File: src/rtl/mux_rr_n.sv
// mux_rr_n: N-channel registered mux with fixed-select and round-robin arbitration
module mux_rr_n #(
  parameter int W    = 32,
  parameter int N    = 4,
  parameter int SELW = 2
) (
  input  logic            clk,
  input  logic            reset,
  input  logic            mode,
  input  logic [SELW-1:0] sel,
  input  logic [N-1:0]    in_valid,
  input  logic [N*W-1:0]  in_data,
  output logic [N-1:0]    in_ready,
  output logic            out_valid,
  output logic [W-1:0]    out_data,
  output logic [SELW-1:0] out_src,
  input  logic            out_ready
);
  logic [SELW-1:0] rr_ptr, g_idx, rr_next;
  logic [2*N-1:0]  rot;
  logic [W-1:0]    g_data;
  logic            g_hit, space, xfer;
  assign space   = !out_valid || out_ready;
  assign xfer    = g_hit && space;
  assign rr_next = (g_idx == SELW'(N-1)) ? '0 : g_idx + 1'b1;
  assign in_ready = (xfer && !reset) ? N'(1) << g_idx : '0;
  // grant: sel in fixed mode; first valid channel at or after rr_ptr (wrapping) in round-robin mode
  always_comb begin
    g_hit = 1'b0;
    g_idx = '0;
    rot   = {in_valid, in_valid} >> rr_ptr;
    for (int i = 0; i < N; i++)
      if (!mode && sel == SELW'(i) && in_valid[i]) begin
        g_hit = 1'b1;
        g_idx = SELW'(i);
      end
    for (int k = N - 1; k >= 0; k--)
      if (mode && rot[k]) begin
        g_hit = 1'b1;
        g_idx = SELW'((int'(rr_ptr) + k >= N) ? int'(rr_ptr) + k - N : int'(rr_ptr) + k);
      end
  end
  // only the granted channel's slice is routed, so other channels' data cannot leak into the register
  always_comb begin
    g_data = '0;
    for (int i = 0; i < N; i++)
      if (g_idx == SELW'(i)) g_data = in_data[i*W +: W];
  end
  // one-entry output register; reload on transfer, empty on drain, round-robin pointer advances past winner
  always_ff @(posedge clk) begin
    if (reset) begin
      out_valid <= 1'b0;
      out_data  <= '0;
      out_src   <= '0;
      rr_ptr    <= '0;
    end else if (xfer) begin
      out_valid <= 1'b1;
      out_data  <= g_data;
      out_src   <= g_idx;
      if (mode) rr_ptr <= rr_next;
    end else if (out_ready) begin
      out_valid <= 1'b0;
    end
  end
endmodule

File: config.mk
export PLATFORM = sky130hd
export DESIGN_NAME = mux_rr_n
export DESIGN_NICKNAME = d
export VERILOG_FILES = /design/src/rtl/mux_rr_n.sv
export SDC_FILE = /design/constraint.sdc
export NUM_CORES = 1
export LEC_CHECK = 0
export ABC_CLOCK_PERIOD_IN_PS = 5500
export BUFFER_PORTS_ARGS = -buffer_cell sky130_fd_sc_hd__buf_2
export CORE_MARGIN = 4
export CORE_UTILIZATION = 39
export CTS_CLUSTER_SIZE = 25
export DETAILED_ROUTE_END_ITERATION = 8
export GPL_TIMING_DRIVEN = 1
export PLACE_DENSITY = 0.8
export SYNTH_ARGS = -nofsm -noshare
export SYNTH_HDL_FRONTEND = slang
export SYNTH_SLANG_ARGS = --single-unit
File: constraint.sdc
create_clock -name clk -period 5.5 [get_ports clk]
set_input_delay 0.825 -clock clk [delete_from_list [all_inputs] [get_ports clk]]
set_output_delay 0.825 -clock clk [all_outputs]
set_load 0.05 [all_outputs]
## Yosys cells after proc, flatten, opt, wreduce, memory -nomap -nowiden

Cells that the tools add are included.

| storage, ports and cells | value |
|---|---|
| input port bits | 138 |
| word-level logic and storage cells | 73 |
| output and inout bits | 39 |
| register bits after elaboration | 37 |

| operators by class | value |
|---|---|
| shifts and indexed selects | 2 |
| muxes and demuxes | 27 |
| reduce and logical (&&, ||, !) cells | 22 |
| equality and inequality tests | 6 |
| add/subtract/negate cells | 8 |
| $lt $le $gt $ge | 4 |

Operator list:

| operator | count |
|---|---|
| two-way mux 32 bit | 4 |
| two-way mux 2 bit | 11 |
| logical AND 1 bit | 14 |
| two-way mux 1 bit | 11 |
| greater-or-equal comparator 3 bit (second input constant) | 3 |
| == test 2 bit (second input constant) | 4 |
| right shift 8 x 2 -> 4 bit | 1 |
| subtractor 2 x 1 -> 2 bit (second input constant) | 4 |
| adder 2 x 2 -> 3 bit (second input constant) | 2 |
| == test 2 x 1 -> 1 bit (second input constant) | 2 |
| logical NOT 2 bit | 2 |
| two-way mux 4 bit | 1 |
| left shift 1 x 2 -> 4 bit (first input constant) | 1 |
| adder 2 x 1 -> 3 bit (second input constant) | 1 |
| greater-or-equal comparator 2 x 3 -> 1 bit (second input constant) | 1 |
| logical NOT 1 bit | 3 |
| adder 2 x 1 -> 2 bit (second input constant) | 1 |
| AND reduction 2 bit | 1 |
| nonzero test 2 bit | 1 |
| logical OR 1 bit | 1 |

## Logic depth before layout (Yosys ltp)

Gate-level depths: netlist (run 1).

| depth | value |
|---|---|
| depth in word-level cells | 15 |
| mapped depth | 13 |
| gate-level depth less buffers | 11 |

## Worst setup path after synthesis (run 1)

No wires, ideal clock.

| path | value |
|---|---|
| path type | input to output |
| start | input port in_valid[0] |
| end | output port in_ready[1] |
| buffers on the path | 2 |
| arrival time | 3169 ps |
| required time | 4675 ps |
| slack | 1506 ps |
| stages on the path | 8 |
| path through | mux2_1 -> a22o_1 -> a211o_1 -> a211oi_1 -> ha_1 -> clkbuf_1 -> clkbuf_1 -> and2_1 |

| on the way | value |
|---|---|
| longest elaborated chain between the ends | 12 |
| elaborated cells between the ends (all ways) | 22 |
| those cells by class | 2 x shift; 13 x mux; 7 x reduce/logical |

RTL lines:

| element | RTL line | text |
|---|---|---|
| start: declaration | 11 | `input logic [N-1:0] in_valid,` |
| logical AND 1 bit | 33 | `if (!mode && sel == SELW'(i) && in_valid[i]) begin` |
| two-way mux 1 bit (4 in a row) | 33 |  |
| two-way mux 1 bit (4 in a row) | 38 | `if (mode && rot[k]) begin` |
| logical AND 1 bit | 24 | `assign xfer = g_hit && space;` |
| logical AND 1 bit | 26 | `assign in_ready = (xfer && !reset) ? N'(1) << g_idx : '0;` |
| two-way mux 4 bit * | 26 |  |
| end: declaration | 13 | `output logic [N-1:0] in_ready,` |

Every way passes the cells marked *; elsewhere a longest branch is shown, timed or not.

## Worst setup path in the final report (run 1)

| path | value |
|---|---|
| start | register rr_ptr[0] |
| end | output port in_ready[3] |

| on the way | value |
|---|---|
| longest elaborated chain between the ends | 9 |
| elaborated cells between the ends (all ways) | 32 |
| those cells by class | 7 x add/sub; 4 x order compare; 2 x shift; 13 x mux; 6 x reduce/logical |

RTL lines:

| element | RTL line | text |
|---|---|---|
| start: declaration | 19 | `logic [SELW-1:0] rr_ptr, g_idx, rr_next;` |
| start signal: assignment | 60 | `if (mode) rr_ptr <= rr_next;` |
| adder 2 x 2 -> 3 bit | 40 | `g_idx = SELW'((int'(rr_ptr) + k >= N) ? int'(rr_ptr) + k - N : int'(rr_ptr) + k);` |
| greater-or-equal comparator 3 bit or subtractor 2 x 1 -> 2 bit (tied branches) | 40 |  |
| two-way mux 2 bit | 40 |  |
| two-way mux 2 bit (3 in a row) | 38 |  |
| two-way mux 2 bit * | 38 |  |
| named net g_idx[1] | 19 |  |
| left shift 1 x 2 -> 4 bit * | 26 |  |
| two-way mux 4 bit * | 26 |  |

Mark *: on every way through the listed nets, which the timed path passes. The rest lies on a longest branch.

==> parameters.txt, run 1 <==
Parameter                              Value

Route
  Vias per Instance    5.47
  Antenna-violating nets left    0
  Number of search-and-repair iterations in the first detailed-routing pass    4
  Total detailed-routing wirelength    7950 um
  Total number of vias    3064
  1st-iter DRT viols    82
  Detailed-route wire length per cell    14.2 um
  DRC    0

Status
  Run status    finished clean

Timing
  Largest clock skew in the final design    7.64 ps
  Final-report max-slew violation count    0
  Slew HR    27.4%
  Final critical path time including I/O delays and setup    4510 ps
  Worst slack on hold paths    493 ps
  Worst slew pin tran    1090 ps
  Accumulated negative setup slack    0 ps
  Highest clock rate    0.222 GHz
  Total count of hold-check failures in the final report    0
  Final setup violating endpoints    0
  RSZ-0062 raised after global routing    false
  Share of the clock period used by the worst path    82.0%

Power
  Peak supply drop    233 uV
  Comb pwr share    64.2%
  Internal Dissipation    830 uW
  Part of the power in registers    23.1%
  Static power due to leakage    0.00165 uW
  Net switching power    844 uW
  Switching fraction of total power    50.4%
  Total power divided by cell area    471 mW/mm^2
  Clock share of power    12.6%

CTS
  TritonCTS buffer count    5
  Total number of H-tree levels    2
  Post-CTS resize count    0
  CTS root buf    clkbuf_8
  Post-CTS setup buffer count    0
  Clock latency reported for the late side of the worst-skew pair    290 ps
  Maximum buffer depth of the clock tree    2
  Number of buffers inserted for hold repair after clock tree synthesis    0
  Worst-path clk slew    80 ps
  Clock tree from TritonCTS    built
  Count of clock tree sinks    37

Setup path
  Worst Setup Path Type    reg -> out
  Reg-to-reg endpoint    out_data[21]
  Arrival time at the worst endpoint    3690 ps
  Cell-by-cell trace of the critical path    mux4_2 > and2_1 > a211oi_1 > a211oi_1 > inv_1 > ha_2 > and2_1 > buf_2
  Startpoint type of the worst setup path    flip-flop
  Critical-path top delay cell    ha_2
  Buf/Inv on CP    2
  Cell family with most CP delay    adder cells
  Flop-to-flop setup slack    1590 ps
  Data required time of the worst path    4680 ps
  Depth of the worst register-to-register path    11
  Category of the worst setup path capture point    primary output
  Largest fanout on the critical path    65
  Origin of the critical flop-to-flop path    rr_ptr[0]
  Stage delay of the slowest cell on the critical path    900 ps

GRT
  Largest net degree at the start of global routing    66
  Total global routing overflow    0
  Via count of the first global-routing pass    2701
  Wire length of the first global-routing pass    12100 um
  Initial antenna violation count    0
  GRT Util Overall    18.8%

Cells and area
  Count of antenna diodes in the layout    0
  Cell area after layout    0.00355 mm^2
  Non-filler instance count after layout    560
  Area overhead of the layout relative to synthesis    36.5%
  Fraction of layout cells with a size suffix above 1    42.9%
  Total number of nets in the final design    624
  Number of fill cells    609
  Final core utilization    55.3%

Placed design
  Final weighted congestion of routability-driven global placement    0.879
  DP Cell Count    552
  Cell area after placement    0.00345 mm^2
  IO buf count    176
  Post-DP HPWL    6070 um

Synth
  Synth area leader    dfxtp_1
  Ranking of synthesized cells by area    dfxtp_1, a221oi_1, nor2b_1, a211oi_1, a21oi_1
  Synth Register Bits    37
  Number of instances in the synthesized netlist    331
  Yosys warning count    0
  Distinct cells, synth    35
  Most used flip-flop cell after synthesis    dfxtp_1
  Mapped cell area    0.00260 mm^2
  Most common library cells after synthesis    nor2_1, dfxtp_1, a21oi_1
  Share of synthesized registers carrying an async set or reset    0%
  Number of nets in the synthesized netlist    473
  Leading cell type by number of instances after synthesis    nor2_1
  Sequential area share after synthesis    28.5%
  Number of enable-type register cells in the synthesized netlist    0
  Syn_area_per_cell    7.86 um^2
  Top cell type's share of synthesized area    28.5%

Die
  Std cell rows    29
  Total die area    0.00804 mm^2
  Core region area    0.00642 mm^2
  I/O pin cnt    177
  Die Y-Extent    89.7 um
  Initial cell density of the core    40.5%
  Die Wd    89.7 um

Min path
  Hold-critical path depth    2
  Hold Crit Class    reg -> reg
  Hold path start    out_data[30]
  Worst Hold Endpoint    out_data[30]

Job
  Maximum capacitance violations    0
[stage by stage]
| step | total power [uW] | worst slack, ps |
|---|---|---|
| 2_1_floorplan | 1240 | 1510 |
| 3_3_place_gp | 1450 | 1180 |
| 3_5_place_dp | 1470 | 1100 |
| 4_1_cts | 1690 | 1010 |
| 5_1_grt | 1810 | 754 |
| 6_report | 1670 | 988 |
[worst max path at each step]
| stage | from | to | cells past startpoint | slack [ps] |
|---|---|---|---|---|
| 5_1_grt | rr_ptr[0] | in_ready[3] | 8 | 750 |
| 3_5_place_dp | in_valid[0] | in_ready[3] | 9 | 1100 |
| 2_1_floorplan | in_valid[0] | in_ready[1] | 8 | 1510 |
| 4_1_cts | rr_ptr[0] | in_ready[3] | 8 | 1010 |
| 6_report | rr_ptr[0] | in_ready[3] | 8 | 990 |
| 3_3_place_gp | in_valid[0] | in_ready[3] | 9 | 1180 |
[worst min-delay path: cells and delay by family (launching register included)]
family | cells | cell delay (ps)
simple gates | 2 | 140
flops | 1 | 310
[cells by family (layout without fill, tap and decap cells)]
kind of cell / Yosys count / after routing / synth area share (%)
AO/OA/AOI/OAI: 118 / 118 / 34.2
buffers and inverters: 38 / 190 / 6.54
AND/OR/NAND/NOR: 123 / 123 / 23.9
flip-flops: 37 / 37 / 28.5
XOR/XNOR: 1 / 1 / 0.337
multiplexers: 10 / 10 / 4.57
adder cells (fa/ha/maj): 4 / 4 / 1.92
[power by group through the flow]
stage | sequential [uW] | clock [uW] | combinational [uW]
floorplan | 644 | 0 | 597
global placement | 390 | 0 | 1060
detailed placement | 394 | 0 | 1080
CTS | 388 | 221 | 1080
global route | 398 | 232 | 1180
finish | 387 | 212 | 1070
[layout make-up]
cell class              count  area (um^2)  share of cell area [%]
multi-input cells         256         1700                    47.9
clock inverters             1         5.00                   0.141
repair buffers            179          903                    25.4
well taps                  77         96.3                    2.71
flip-flops and latches     37          741                    20.8
inverters                   3         11.3                   0.317
clock buffers               7         96.3                    2.71
[layout by cell type, fill, tap and decap left out, drive strengths merged, types with 3 or more instances in the layout]
cell / count
buf: 179
nor2: 38
dfxtp: 37
a21oi: 36
nor2b: 35
a211oi: 35
nor3: 33
a221oi: 31
clkbuf: 7
and2: 6
mux2: 5
nand2: 4
mux2i: 4
ha: 4
nand2b: 3
o22ai: 3
o21ai: 3
inv: 3
[layer usage]
layer / up-vias / part of all wire [%] / GRT usage (%)
met5: - / 0 / 0
met4: 0 / 1.7 / 7.17
met3: 14 / 8.6 / 4.20
met2: 131 / 50 / 33.7
met1: 1363 / 40 / 21.7
li1: 1556 / - / -
[flip-flops by register name, indices dropped and copies added (netlist names)]
register and cells:
out_data 32, rr_ptr 2, out_src 2, out_valid 1
(Power assumes the default switching activity.)
==> inputs of run 2 (changes only) <==
--- a/config.mk
+++ b/config.mk
@@ -5,14 +5,15 @@
 export SDC_FILE = /design/constraint.sdc
 export NUM_CORES = 1
 export LEC_CHECK = 0
-export ABC_CLOCK_PERIOD_IN_PS = 5500
+export ABC_AREA = 1
+export ABC_CLOCK_PERIOD_IN_PS = 3850
 export BUFFER_PORTS_ARGS = -buffer_cell sky130_fd_sc_hd__buf_2
 export CORE_MARGIN = 4
 export CORE_UTILIZATION = 39
 export CTS_CLUSTER_SIZE = 25
 export DETAILED_ROUTE_END_ITERATION = 8
 export GPL_TIMING_DRIVEN = 1
-export PLACE_DENSITY = 0.8
+export PLACE_DENSITY = 0.81
 export SYNTH_ARGS = -nofsm -noshare
 export SYNTH_HDL_FRONTEND = slang
 export SYNTH_SLANG_ARGS = --single-unit
==> constraint.sdc (replaced) <==
create_clock -name clk -period 3.85 [get_ports clk]
set_input_delay 0.5775 -clock clk [delete_from_list [all_inputs] [get_ports clk]]
set_output_delay 0.5775 -clock clk [all_outputs]
set_load 0.05 [all_outputs]
==> run 2 against run 1 <==
Effect of this change:
- cell area up 8.1%
- sequential cell count unchanged
- clock power is 67% higher
- sequential share of layout area shrank 1.6 points
- power up 83%
- non-clock buffer count increased by 4
- sequential power increased by 62%
- clock skew increased by 6.5 ps
- combinational power up 95%
==> parameters.txt, run 2 <==
Parameter                              Value

Status
  Run status    finished clean

Timing
  Highest clock rate    0.316 GHz
  RSZ-0062 raised after global routing    false
  Worst slack on hold paths    485 ps
  Setup WS post-layout    689 ps
  Final critical path time including I/O delays and setup    3160 ps
  Share of the clock period used by the worst path    82.1%
  Final-report max-slew violation count    0
  Total count of hold-check failures in the final report    0
  Worst slew pin tran    556 ps
  Slew HR    62.9%
  Largest clock skew in the final design    14.1 ps
  Final setup violating endpoints    0
  Accumulated negative setup slack    0 ps

Die
  Initial cell density of the core    39.9%
  Core region area    0.00721 mm^2
  Std cell rows    31
  Die Y-Extent    93.9 um
  Total die area    0.00882 mm^2
  I/O pin cnt    177
  Die Wd    93.9 um

CTS
  Clock tree from TritonCTS    built
  Count of clock tree sinks    37
  Post-CTS resize count    0
  CTS root buf    clkbuf_8
  Total number of H-tree levels    2
  Post-CTS setup buffer count    0
  Worst-path clk slew    60 ps
  Number of buffers inserted for hold repair after clock tree synthesis    0
  Maximum buffer depth of the clock tree    2
  TritonCTS buffer count    5
  Clock latency reported for the late side of the worst-skew pair    290 ps

Power
  Static power due to leakage    0.00198 uW
  Total power divided by cell area    799 mW/mm^2
  Peak supply drop    368 uV

Synth
  Number of enable-type register cells in the synthesized netlist    0
  Most common library cells after synthesis    nand2_1, o21ai_0, nor2_1
  Synthesized-area fraction occupied by ao, oa, aoi and oai cells    23.4%
  Dominant combinational cell family by area after synthesis    simple AND/OR/NAND/NOR gates
  Yosys warning count    0
  Mapped cell area    0.00288 mm^2
  Leading cell type by number of instances after synthesis    nand2_1
  Syn_area_per_cell    6.15 um^2
  Adder-Cell Fraction of Synth Area    1.74%
  Ranking of synthesized cells by area    dfxtp_1, nand2_1, o21ai_0, nand3_1, nor2_2
  Number of nets in the synthesized netlist    610
  Top cell type's share of synthesized area    25.7%
  Share of synthesized registers carrying an async set or reset    0%
  Sequential area share after synthesis    25.7%
  Most used flip-flop cell after synthesis    dfxtp_1
  Synth area leader    dfxtp_1
  Mux cell area share after synthesis    0%
  Synth Register Bits    37
  Distinct cells, synth    25
  Area share of xor/xnor cells in the synthesized design    0%
  Simple-gate area share of the yosys netlist    39.0%
  Number of instances in the synthesized netlist    468

Route
  Detailed-route wire length per cell    13.5 um
  DRC    0
  Total number of vias    3629
  Top metal layer carrying routed signals    met4
  Vias per Instance    5.03
  Met1 wire length    4020 um
  Total detailed-routing wirelength    9720 um
  Met3 WL post-DR    759 um
  Met2 WL    4770 um
  Antenna-violating nets left    0
  1st-iter DRT viols    154
  Number of search-and-repair iterations in the first detailed-routing pass    4

Cells and area
  Largest register by flop count    out_data
  Fraction of layout cells with a size suffix above 1    39.1%
  Most common cell after layout, fill and taps aside    buf_2
  Cell area after layout    0.00384 mm^2
  Total number of nets in the final design    763
  Number of flip-flops in the largest register    32
  Count of antenna diodes in the layout    0
  Largest registers    out_data: 32 flops, out_src: 2 flops, rr_ptr: 2 flops
  Area overhead of the layout relative to synthesis    33.5%
  Most used cells in the layout excluding fill and tap cells    buf_2, nand2_1, o21ai_0

GRT
  Total global routing overflow    0
  Wire length of the first global-routing pass    15000 um
  GRT Util Overall    20.9%
  Initial antenna violation count    0
  Largest net degree at the start of global routing    65
  Via count of the first global-routing pass    3313

Placed design
  Setup slack at placement    714 ps
  IO buf count    176
  Final weighted congestion of routability-driven global placement    0.830
  Cell area after placement    0.00373 mm^2
  Post-DP HPWL    7280 um

Setup path
  Category of the worst setup path capture point    primary output
  Startpoint type of the worst setup path    flip-flop
  Arrival time at the worst endpoint    2580 ps
  Data required time of the worst path    3270 ps
  Largest fanout on the critical path    13
  Worst Setup Path Type    reg -> out

Min path
  Hold Crit Class    reg -> reg

Job
  Maximum capacitance violations    0
[run 2: layout make-up]
cell class / count / area (um^2)
flip-flops and latches: 37 / 741
fillers: 768 / 3370
clock buffers: 7 / 86.3
clock inverters: 1 / 30.0
repair buffers: 183 / 933
well taps: 99 / 124
multi-input cells: 375 / 1850
inverters: 19 / 78.8
[run 2: path summary, 6_finish.rpt]
path | start | endpoint | slack [ps] | cells after the start
worst max-delay path | rr_ptr[0] | in_ready[1] | 690 | 13
worst min-delay path | out_data[23] | out_data[23] | 490 | 2
worst max register to register | rr_ptr[0] | out_data[22] | 850 | 18
worst min register to register | out_data[23] | out_data[23] | 490 | 2
[run 2: kinds of logic after synthesis]
| logic type | after synthesis |
|---|---|
| buffers and inverters | 56 |
| adder cells (fa/ha/maj) | 4 |
| AND/OR/NAND/NOR | 238 |
| AO/OA/AOI/OAI | 133 |
| flip-flops | 37 |
[run 2: critical path: stages, from the launching register on]
cell and delay (ps):
dfxtp_1 450, inv_2 160, nand2_2 100, nand3_1 80
nand3_2 110, inv_1 70, a21oi_1 130, nand2_1 70
nand2_1 180, inv_1 100, ha_1 210, inv_1 300
nor2_1 110, buf_2 230
[run 2: report_power, final]
part           switching, uW  internal, uW  leakage, uW
sequential              94.7           532     0.000307
clock                    143           211    0.0000585
combinational           1490           595      0.00162
total                   1730          1340      0.00198
[run 2: stage by stage]
step                      total power, uW  utilization, %  instances
after floorplan                      2290               -        468
final                                3070            53.3        721
after global routing                 3330            53.3        721
after detailed placement             2720            51.6        713
after CTS                            3090            53.3        721
after global placement               2680            51.6        713
[run 2: layer usage]
metal	vias to the layer above	track usage, %
li1	1852	-
met1	1606	24.8
met2	155	36.6
met3	16	5.13
met4	0	6.86
met5	-	0
